File: src/rtl/axi_decerr_slave_pkg.sv
// Shared constants and FSM state types for the DECERR terminating slave.
// Both channel FSMs import this package.
package axi_decerr_slave_pkg;

    localparam logic [1:0] RESP_OKAY   = 2'b00;
    localparam logic [1:0] RESP_DECERR = 2'b11;

    typedef enum logic [1:0] {
        W_IDLE = 2'd0,
        W_DATA = 2'd1,
        W_RESP = 2'd2
    } w_state_e;

    typedef enum logic {
        R_IDLE = 1'b0,
        R_DATA = 1'b1
    } r_state_e;

endpackage

File: src/rtl/axi_decerr_slave_if.sv
// AXI4 signal subset used by the DECERR slave. Fields that the slave ignores
// (address, size, burst, write data, strobes, ...) are left out.
interface axi_decerr_slave_if #(
    parameter int ID_WIDTH   = 10,
    parameter int DATA_WIDTH = 64,
    parameter int USER_WIDTH = 1
);

    logic [ID_WIDTH-1:0]   aw_id;
    logic                  aw_valid;
    logic                  aw_ready;

    logic                  w_last;
    logic                  w_valid;
    logic                  w_ready;

    logic [ID_WIDTH-1:0]   b_id;
    logic [1:0]            b_resp;
    logic [USER_WIDTH-1:0] b_user;
    logic                  b_valid;
    logic                  b_ready;

    logic [ID_WIDTH-1:0]   ar_id;
    logic [7:0]            ar_len;
    logic                  ar_valid;
    logic                  ar_ready;

    logic [ID_WIDTH-1:0]   r_id;
    logic [DATA_WIDTH-1:0] r_data;
    logic [1:0]            r_resp;
    logic                  r_last;
    logic [USER_WIDTH-1:0] r_user;
    logic                  r_valid;
    logic                  r_ready;

    modport slave (
        input  aw_id, aw_valid, w_last, w_valid, b_ready,
               ar_id, ar_len, ar_valid, r_ready,
        output aw_ready, w_ready, b_id, b_resp, b_user, b_valid,
               ar_ready, r_id, r_data, r_resp, r_last, r_user, r_valid
    );

    modport master (
        output aw_id, aw_valid, w_last, w_valid, b_ready,
               ar_id, ar_len, ar_valid, r_ready,
        input  aw_ready, w_ready, b_id, b_resp, b_user, b_valid,
               ar_ready, r_id, r_data, r_resp, r_last, r_user, r_valid
    );

endinterface

File: src/rtl/axi_decerr_rd.sv
// Read channel of the DECERR slave: accepts one AR at a time and returns
// ar_len+1 DECERR beats carrying a constant data pattern.
module axi_decerr_rd
    import axi_decerr_slave_pkg::*;
#(
    parameter int          ID_WIDTH   = 10,
    parameter int          DATA_WIDTH = 64,
    parameter int          USER_WIDTH = 1,
    parameter logic [63:0] RESP_DATA  = 64'hDEAD_BEEF_DEAD_BEEF
) (
    input  logic                  clk_i,
    input  logic                  rst_ni,
    input  logic [ID_WIDTH-1:0]   ar_id,
    input  logic [7:0]            ar_len,
    input  logic                  ar_valid,
    output logic                  ar_ready,
    output logic [ID_WIDTH-1:0]   r_id,
    output logic [DATA_WIDTH-1:0] r_data,
    output logic [1:0]            r_resp,
    output logic                  r_last,
    output logic [USER_WIDTH-1:0] r_user,
    output logic                  r_valid,
    input  logic                  r_ready
);

    r_state_e            state_q;
    logic [ID_WIDTH-1:0] id_q;
    logic [7:0]          len_q;
    logic [7:0]          cnt_q;

    // NOTE: sequential state uses non-blocking assignments so every register
    // samples pre-edge values regardless of statement order.
    always_ff @(posedge clk_i or negedge rst_ni) begin
        if (!rst_ni) begin
            state_q <= R_IDLE;
            id_q    <= '0;
            len_q   <= '0;
            cnt_q   <= '0;
        end else begin
            unique case (state_q)
                R_IDLE: begin
                    if (ar_valid) begin
                        state_q <= R_DATA;
                        id_q    <= ar_id;
                        len_q   <= ar_len;
                        cnt_q   <= '0;
                    end
                end
                R_DATA: begin
                    if (r_ready) begin
                        cnt_q <= cnt_q + 8'd1;
                        if (r_last) state_q <= R_IDLE;
                    end
                end
                default: state_q <= R_IDLE;
            endcase
        end
    end

    // r_last compares before the increment, so a 256-beat burst ends at cnt=255.
    assign ar_ready = (state_q == R_IDLE);
    assign r_valid  = (state_q == R_DATA);
    assign r_last   = (state_q == R_DATA) && (cnt_q == len_q);
    assign r_id     = id_q;
    assign r_data   = DATA_WIDTH'(RESP_DATA);
    assign r_resp   = RESP_DECERR;
    assign r_user   = '0;

endmodule

File: src/rtl/axi_decerr_slave.sv
// Terminating AXI4 slave: completes every write and read with DECERR so that
// accesses to unmapped space never stall the interconnect.
module axi_decerr_slave
    import axi_decerr_slave_pkg::*;
#(
    parameter int          ID_WIDTH   = 10,
    parameter int          DATA_WIDTH = 64,
    parameter int          USER_WIDTH = 1,
    parameter logic [63:0] RESP_DATA  = 64'hDEAD_BEEF_DEAD_BEEF
) (
    input  logic               clk_i,
    input  logic               rst_ni,
    axi_decerr_slave_if.slave  bus
);

    w_state_e            w_state_q;
    w_state_e            w_state_d;
    logic [ID_WIDTH-1:0] b_id_q;

    // NOTE: the next-state value is defaulted first so no path leaves it
    // unassigned, which would otherwise infer a latch.
    always_comb begin
        w_state_d = w_state_q;
        unique case (w_state_q)
            W_IDLE:  if (bus.aw_valid)                w_state_d = W_DATA;
            W_DATA:  if (bus.w_valid && bus.w_last)   w_state_d = W_RESP;
            W_RESP:  if (bus.b_ready)                 w_state_d = W_IDLE;
            default:                                  w_state_d = W_IDLE;
        endcase
    end

    always_ff @(posedge clk_i or negedge rst_ni) begin
        if (!rst_ni) begin
            w_state_q <= W_IDLE;
            b_id_q    <= '0;
        end else begin
            w_state_q <= w_state_d;
            if (w_state_q == W_IDLE && bus.aw_valid) b_id_q <= bus.aw_id;
        end
    end

    // Write data is held off until the address has been taken.
    assign bus.aw_ready = (w_state_q == W_IDLE);
    assign bus.w_ready  = (w_state_q == W_DATA);
    assign bus.b_valid  = (w_state_q == W_RESP);
    assign bus.b_id     = b_id_q;
    assign bus.b_resp   = RESP_DECERR;
    assign bus.b_user   = '0;

    axi_decerr_rd #(
        .ID_WIDTH   (ID_WIDTH),
        .DATA_WIDTH (DATA_WIDTH),
        .USER_WIDTH (USER_WIDTH),
        .RESP_DATA  (RESP_DATA)
    ) u_rd (
        .clk_i    (clk_i),
        .rst_ni   (rst_ni),
        .ar_id    (bus.ar_id),
        .ar_len   (bus.ar_len),
        .ar_valid (bus.ar_valid),
        .ar_ready (bus.ar_ready),
        .r_id     (bus.r_id),
        .r_data   (bus.r_data),
        .r_resp   (bus.r_resp),
        .r_last   (bus.r_last),
        .r_user   (bus.r_user),
        .r_valid  (bus.r_valid),
        .r_ready  (bus.r_ready)
    );

endmodule

File: src/flat_wrapper.sv
// flat-port wrapper written by rule: the top's interface ports become plain ports
module axi_decerr_slave_flat import axi_decerr_slave_pkg::*;
#(
    parameter int          ID_WIDTH   = 10,
    parameter int          DATA_WIDTH = 64,
    parameter int          USER_WIDTH = 1,
    parameter logic [63:0] RESP_DATA  = 64'hDEAD_BEEF_DEAD_BEEF
)
  (clk_i, rst_ni, bus_aw_id, bus_aw_valid, bus_w_last, bus_w_valid, bus_b_ready, bus_ar_id, bus_ar_len, bus_ar_valid, bus_r_ready, bus_aw_ready, bus_w_ready, bus_b_id, bus_b_resp, bus_b_user, bus_b_valid, bus_ar_ready, bus_r_id, bus_r_data, bus_r_resp, bus_r_last, bus_r_user, bus_r_valid);
  axi_decerr_slave_if #(.ID_WIDTH(ID_WIDTH), .DATA_WIDTH(DATA_WIDTH), .USER_WIDTH(USER_WIDTH)) bus_i ();
  input  logic clk_i;
  input  logic rst_ni;
  input wire logic [$bits(bus_i.aw_id)-1:0] bus_aw_id;
  input wire logic [$bits(bus_i.aw_valid)-1:0] bus_aw_valid;
  input wire logic [$bits(bus_i.w_last)-1:0] bus_w_last;
  input wire logic [$bits(bus_i.w_valid)-1:0] bus_w_valid;
  input wire logic [$bits(bus_i.b_ready)-1:0] bus_b_ready;
  input wire logic [$bits(bus_i.ar_id)-1:0] bus_ar_id;
  input wire logic [$bits(bus_i.ar_len)-1:0] bus_ar_len;
  input wire logic [$bits(bus_i.ar_valid)-1:0] bus_ar_valid;
  input wire logic [$bits(bus_i.r_ready)-1:0] bus_r_ready;
  output wire logic [$bits(bus_i.aw_ready)-1:0] bus_aw_ready;
  output wire logic [$bits(bus_i.w_ready)-1:0] bus_w_ready;
  output wire logic [$bits(bus_i.b_id)-1:0] bus_b_id;
  output wire logic [$bits(bus_i.b_resp)-1:0] bus_b_resp;
  output wire logic [$bits(bus_i.b_user)-1:0] bus_b_user;
  output wire logic [$bits(bus_i.b_valid)-1:0] bus_b_valid;
  output wire logic [$bits(bus_i.ar_ready)-1:0] bus_ar_ready;
  output wire logic [$bits(bus_i.r_id)-1:0] bus_r_id;
  output wire logic [$bits(bus_i.r_data)-1:0] bus_r_data;
  output wire logic [$bits(bus_i.r_resp)-1:0] bus_r_resp;
  output wire logic [$bits(bus_i.r_last)-1:0] bus_r_last;
  output wire logic [$bits(bus_i.r_user)-1:0] bus_r_user;
  output wire logic [$bits(bus_i.r_valid)-1:0] bus_r_valid;
  assign bus_i.aw_id = bus_aw_id;
  assign bus_i.aw_valid = bus_aw_valid;
  assign bus_i.w_last = bus_w_last;
  assign bus_i.w_valid = bus_w_valid;
  assign bus_i.b_ready = bus_b_ready;
  assign bus_i.ar_id = bus_ar_id;
  assign bus_i.ar_len = bus_ar_len;
  assign bus_i.ar_valid = bus_ar_valid;
  assign bus_i.r_ready = bus_r_ready;
  assign bus_aw_ready = bus_i.aw_ready;
  assign bus_w_ready = bus_i.w_ready;
  assign bus_b_id = bus_i.b_id;
  assign bus_b_resp = bus_i.b_resp;
  assign bus_b_user = bus_i.b_user;
  assign bus_b_valid = bus_i.b_valid;
  assign bus_ar_ready = bus_i.ar_ready;
  assign bus_r_id = bus_i.r_id;
  assign bus_r_data = bus_i.r_data;
  assign bus_r_resp = bus_i.r_resp;
  assign bus_r_last = bus_i.r_last;
  assign bus_r_user = bus_i.r_user;
  assign bus_r_valid = bus_i.r_valid;
  axi_decerr_slave #(.ID_WIDTH(ID_WIDTH), .DATA_WIDTH(DATA_WIDTH), .USER_WIDTH(USER_WIDTH), .RESP_DATA(RESP_DATA)) u_core (.clk_i(clk_i), .rst_ni(rst_ni), .bus(bus_i));
endmodule
File: config.mk
export PLATFORM = sky130hd
export DESIGN_NAME = axi_decerr_slave_flat
export DESIGN_NICKNAME = d
export VERILOG_FILES = /design/src/rtl/axi_decerr_slave_pkg.sv /design/src/rtl/axi_decerr_slave_if.sv /design/src/rtl/axi_decerr_rd.sv /design/src/rtl/axi_decerr_slave.sv /design/src/flat_wrapper.sv
export SDC_FILE = /design/constraint.sdc
export NUM_CORES = 1
export LEC_CHECK = 0
export ABC_AREA = 1
export CORE_MARGIN = 4
export CORE_UTILIZATION = 38
export DETAILED_ROUTE_END_ITERATION = 12
export PLACE_DENSITY = 0.89
export REMOVE_ABC_BUFFERS = 1
export SETUP_SLACK_MARGIN = 0.3
export SYNTH_ARGS = -nofsm -noshare
export SYNTH_HDL_FRONTEND = slang
export SYNTH_SLANG_ARGS = --single-unit
File: constraint.sdc
create_clock -name clk_i -period 1.4 [get_ports clk_i]
set_input_delay 0.28 -clock clk_i [delete_from_list [all_inputs] [get_ports clk_i]]
set_output_delay 0.28 -clock clk_i [all_outputs]
set_load 0.02 [all_outputs]
==> impl_metrics.tcl <==
set metrics [dict create \
    hp-class "primary input to asynchronous set/reset pin" \
    final_cell_mix "70 x conb_1, 47 x buf_6, 44 x nand2_1, 38 x dfrtp_1, 34 x clkdlybuf4s50_1" \
    chipWidth_um 86.0 \
    maxSlewViolCount 0 \
    cts_buffers 5 \
    grt_max_degree 40 \
    cts_max_path_buffers 2 \
    cts_tree "yes" \
    powerDensity_nw_per_um2 1480 \
    io_pins 132 \
    end_kind "output pin" \
    fin_ws_ns -0.253 \
    cts.clk_slew.worst_paths_ns 0.08 \
    antenna_found_initial 0 \
    cts_sinks 39 \
    htreeDepth 2 \
    synth_top_area_cell "dfrtp_1" \
    fmax_ghz 0.605 \
    cts_root_buf "clkbuf_8" \
    synthCells 278 \
    fin_nets 434 \
    yosysTopAreaCellShare_pct 42.3 \
    clk_latency_ns 0.29 \
    violations "setup timing" \
    ys_warn_count 0 \
    startpoint "u_core.u_rd.len_q[0]" \
    ant_nets 0 \
    worstMarginPinSlew_ns 0.503 \
    leakagePower_uw 0.00198 \
    run_status "finished with violations" \
    finalCriticalPeriod_ns 1.65 \
    avgRoutedWirePerCell_um 13.4 \
    critPathLaunchType "flip-flop" \
    first_iter_violations 73 \
    drc 0 \
    synth_area_um2 2310 \
    die-area_um2 7390 \
    dp_slack_ns -0.461 \
    fin_setup_tns_ns -0.422 \
    grt_pass1_wl_mm 9.03 \
    rsz0062_at_grt "true" \
    fin_crit_sh_pct 118 \
    rows 28 \
    setup_viol 2 \
    ir_drop_uv 967 \
    layout_commonest_cell "conb_1" \
    reg2reg_from "u_core.u_rd.len_q[0]" \
    routabilityCongestion 0.830 \
    postSynthAreaPerCell_um2 8.31 \
    die_h_um 86.0 \
    synth_cell_types 27 \
    ys_seq_area_share_pct 42.3 \
    hold_viol 0 \
    drt_pass1_iterations 4 \
    max_slew_margin_pct 66.5 \
    area_growth_pct 66.6 \
    antennaDiodeCount 0 \
    ys_seq_elements 39 \
    vias 2016 \
    place_hpwl_mm 3.83 \
    arrival_ns 1.37 \
    maxCapViolCount 0 \
    synthTopCellsByArea "dfrtp_1 42%, buf_4 23%, nand2_1 12%, mux2_2 4.9%, inv_1 4.1%" \
    fin_skew_ns 0.00866 \
    track_usage_pct 15.3 \
    vias_per_cell 4.26 \
    critPathMaxFanout 3 \
    start_util_pct 39.0 \
    critical_path_required_ns 1.12 \
    drt-total-wl_mm 6.33 \
    grt_pass1_vias 1904 \
    final_util_pct 65.0 \
    grt-ovfl-total 0 \
    port_buffers 61 \
    core_um2 5920 \
    drive_gt1_share_pct 43.2 \
    critical_path_class "flip-flop to output pin" \
]
==> worst max-delay path, cell delays in order, from the launching register on <==
cell and delay [ns]:
dfrtp_1 0.36, inv_2 0.06, nand2_2 0.10, o21ai_2 0.07, nor3b_2 0.17, nand3b_1 0.09
nor2_1 0.09, buf_4 0.15
==> where the power goes <==
group          switching, uW  internal, uW  leakage (uW)
combinational           1350          1550       0.00145
sequential               265          1420      0.000470
clock                    396           713     0.0000654
==> routing by layer <==
| layer | track usage (%) | vias up | share of wire (%) |
|---|---|---|---|
| li1 | - | 958 | - |
| met1 | 18.5 | 957 | 37 |
| met2 | 27.1 | 92 | 54 |
| met3 | 3.46 | 9 | 7.5 |
| met4 | 4.60 | 0 | 1.6 |
| met5 | 0 | - | 0 |
==> synth_stat cells, drive strengths merged <==
master,instances
or2,1
a21oi,8
and3,1
mux2,10
buf,74
nor2b,1
o32ai,1
conb,2
dfrtp,39
nand4,3
nor3b,1
nor3,1
ha,1
nand2,77
o22ai,2
nand3,4
inv,26
o21ai,10
nand3b,1
nor2,14
xnor2,1
==> through the flow <==
step / total power (uW) / area [um2] / hold slack (ns) / instances
floorplan: 2630 / 2010 / -0.0156 / 272
detailed placement: 3590 / 2940 / 0.371 / 435
global route: 5970 / 3850 / 0.0785 / 473
global placement: 3510 / 2940 / 0.364 / 435
finish: 5690 / 3850 / 0.0435 / 473
CTS: 5300 / 3470 / 0.0555 / 459
==> registers in the layout (all words and copies together) (netlist names) <==
name                 flops
u_core.u_rd.r_id        10
u_core.bus.b_id         10
u_core.u_rd.cnt_q        8
u_core.u_rd.len_q        8
u_core.w_state_q         2
u_core.u_rd.r_valid      1
==> final timing paths <==
kind                                  endpoint  slack (ns)  depth (start not counted)
max reg2reg                u_core.u_rd.r_valid       -0.17                         15
min in group clk_i         u_core.u_rd.r_id[5]        0.51                          2
max                                 bus_r_last       -0.25                          7
min reg2reg                u_core.u_rd.r_id[5]        0.51                          2
max in group asynchronous  u_core.w_state_q[1]        1.00                          2
min                        u_core.w_state_q[1]        0.04                          2
==> logic make-up after synthesis <==
logic type | count (synthesis) | share of synthesized area (%)
buf+inv | 100 | 28.1
fa+ha+maj | 1 | 0.542
simple gates | 104 | 18.7
xor+xnor | 1 | 0.379
compound gates | 21 | 4.82
flops | 39 | 42.3
other cells | 2 | 0.325
mux | 10 | 4.88
==> cell type report <==
| type | count | area [um2] |
|---|---|---|
| clock buffers | 6 | 72.6 |
| multi-input cells | 207 | 1290 |
| flip-flops and latches | 39 | 977 |
| fillers | 475 | 2070 |
| repair buffers | 118 | 1250 |
| inverters | 26 | 103 |
| clock inverters | 2 | 60.1 |
| well taps | 75 | 93.8 |
==> timing repair <==
action                                  in CTS  in global routing
cloned                                       2                  2
resized for setup                          235                 60
pin swaps                                   17                 15
buffers inserted                            14                 12
hold buffers                                 0                  0
endpoints found under the setup margin      63                 65
Note: power is estimated with default switching activity, not from simulation.
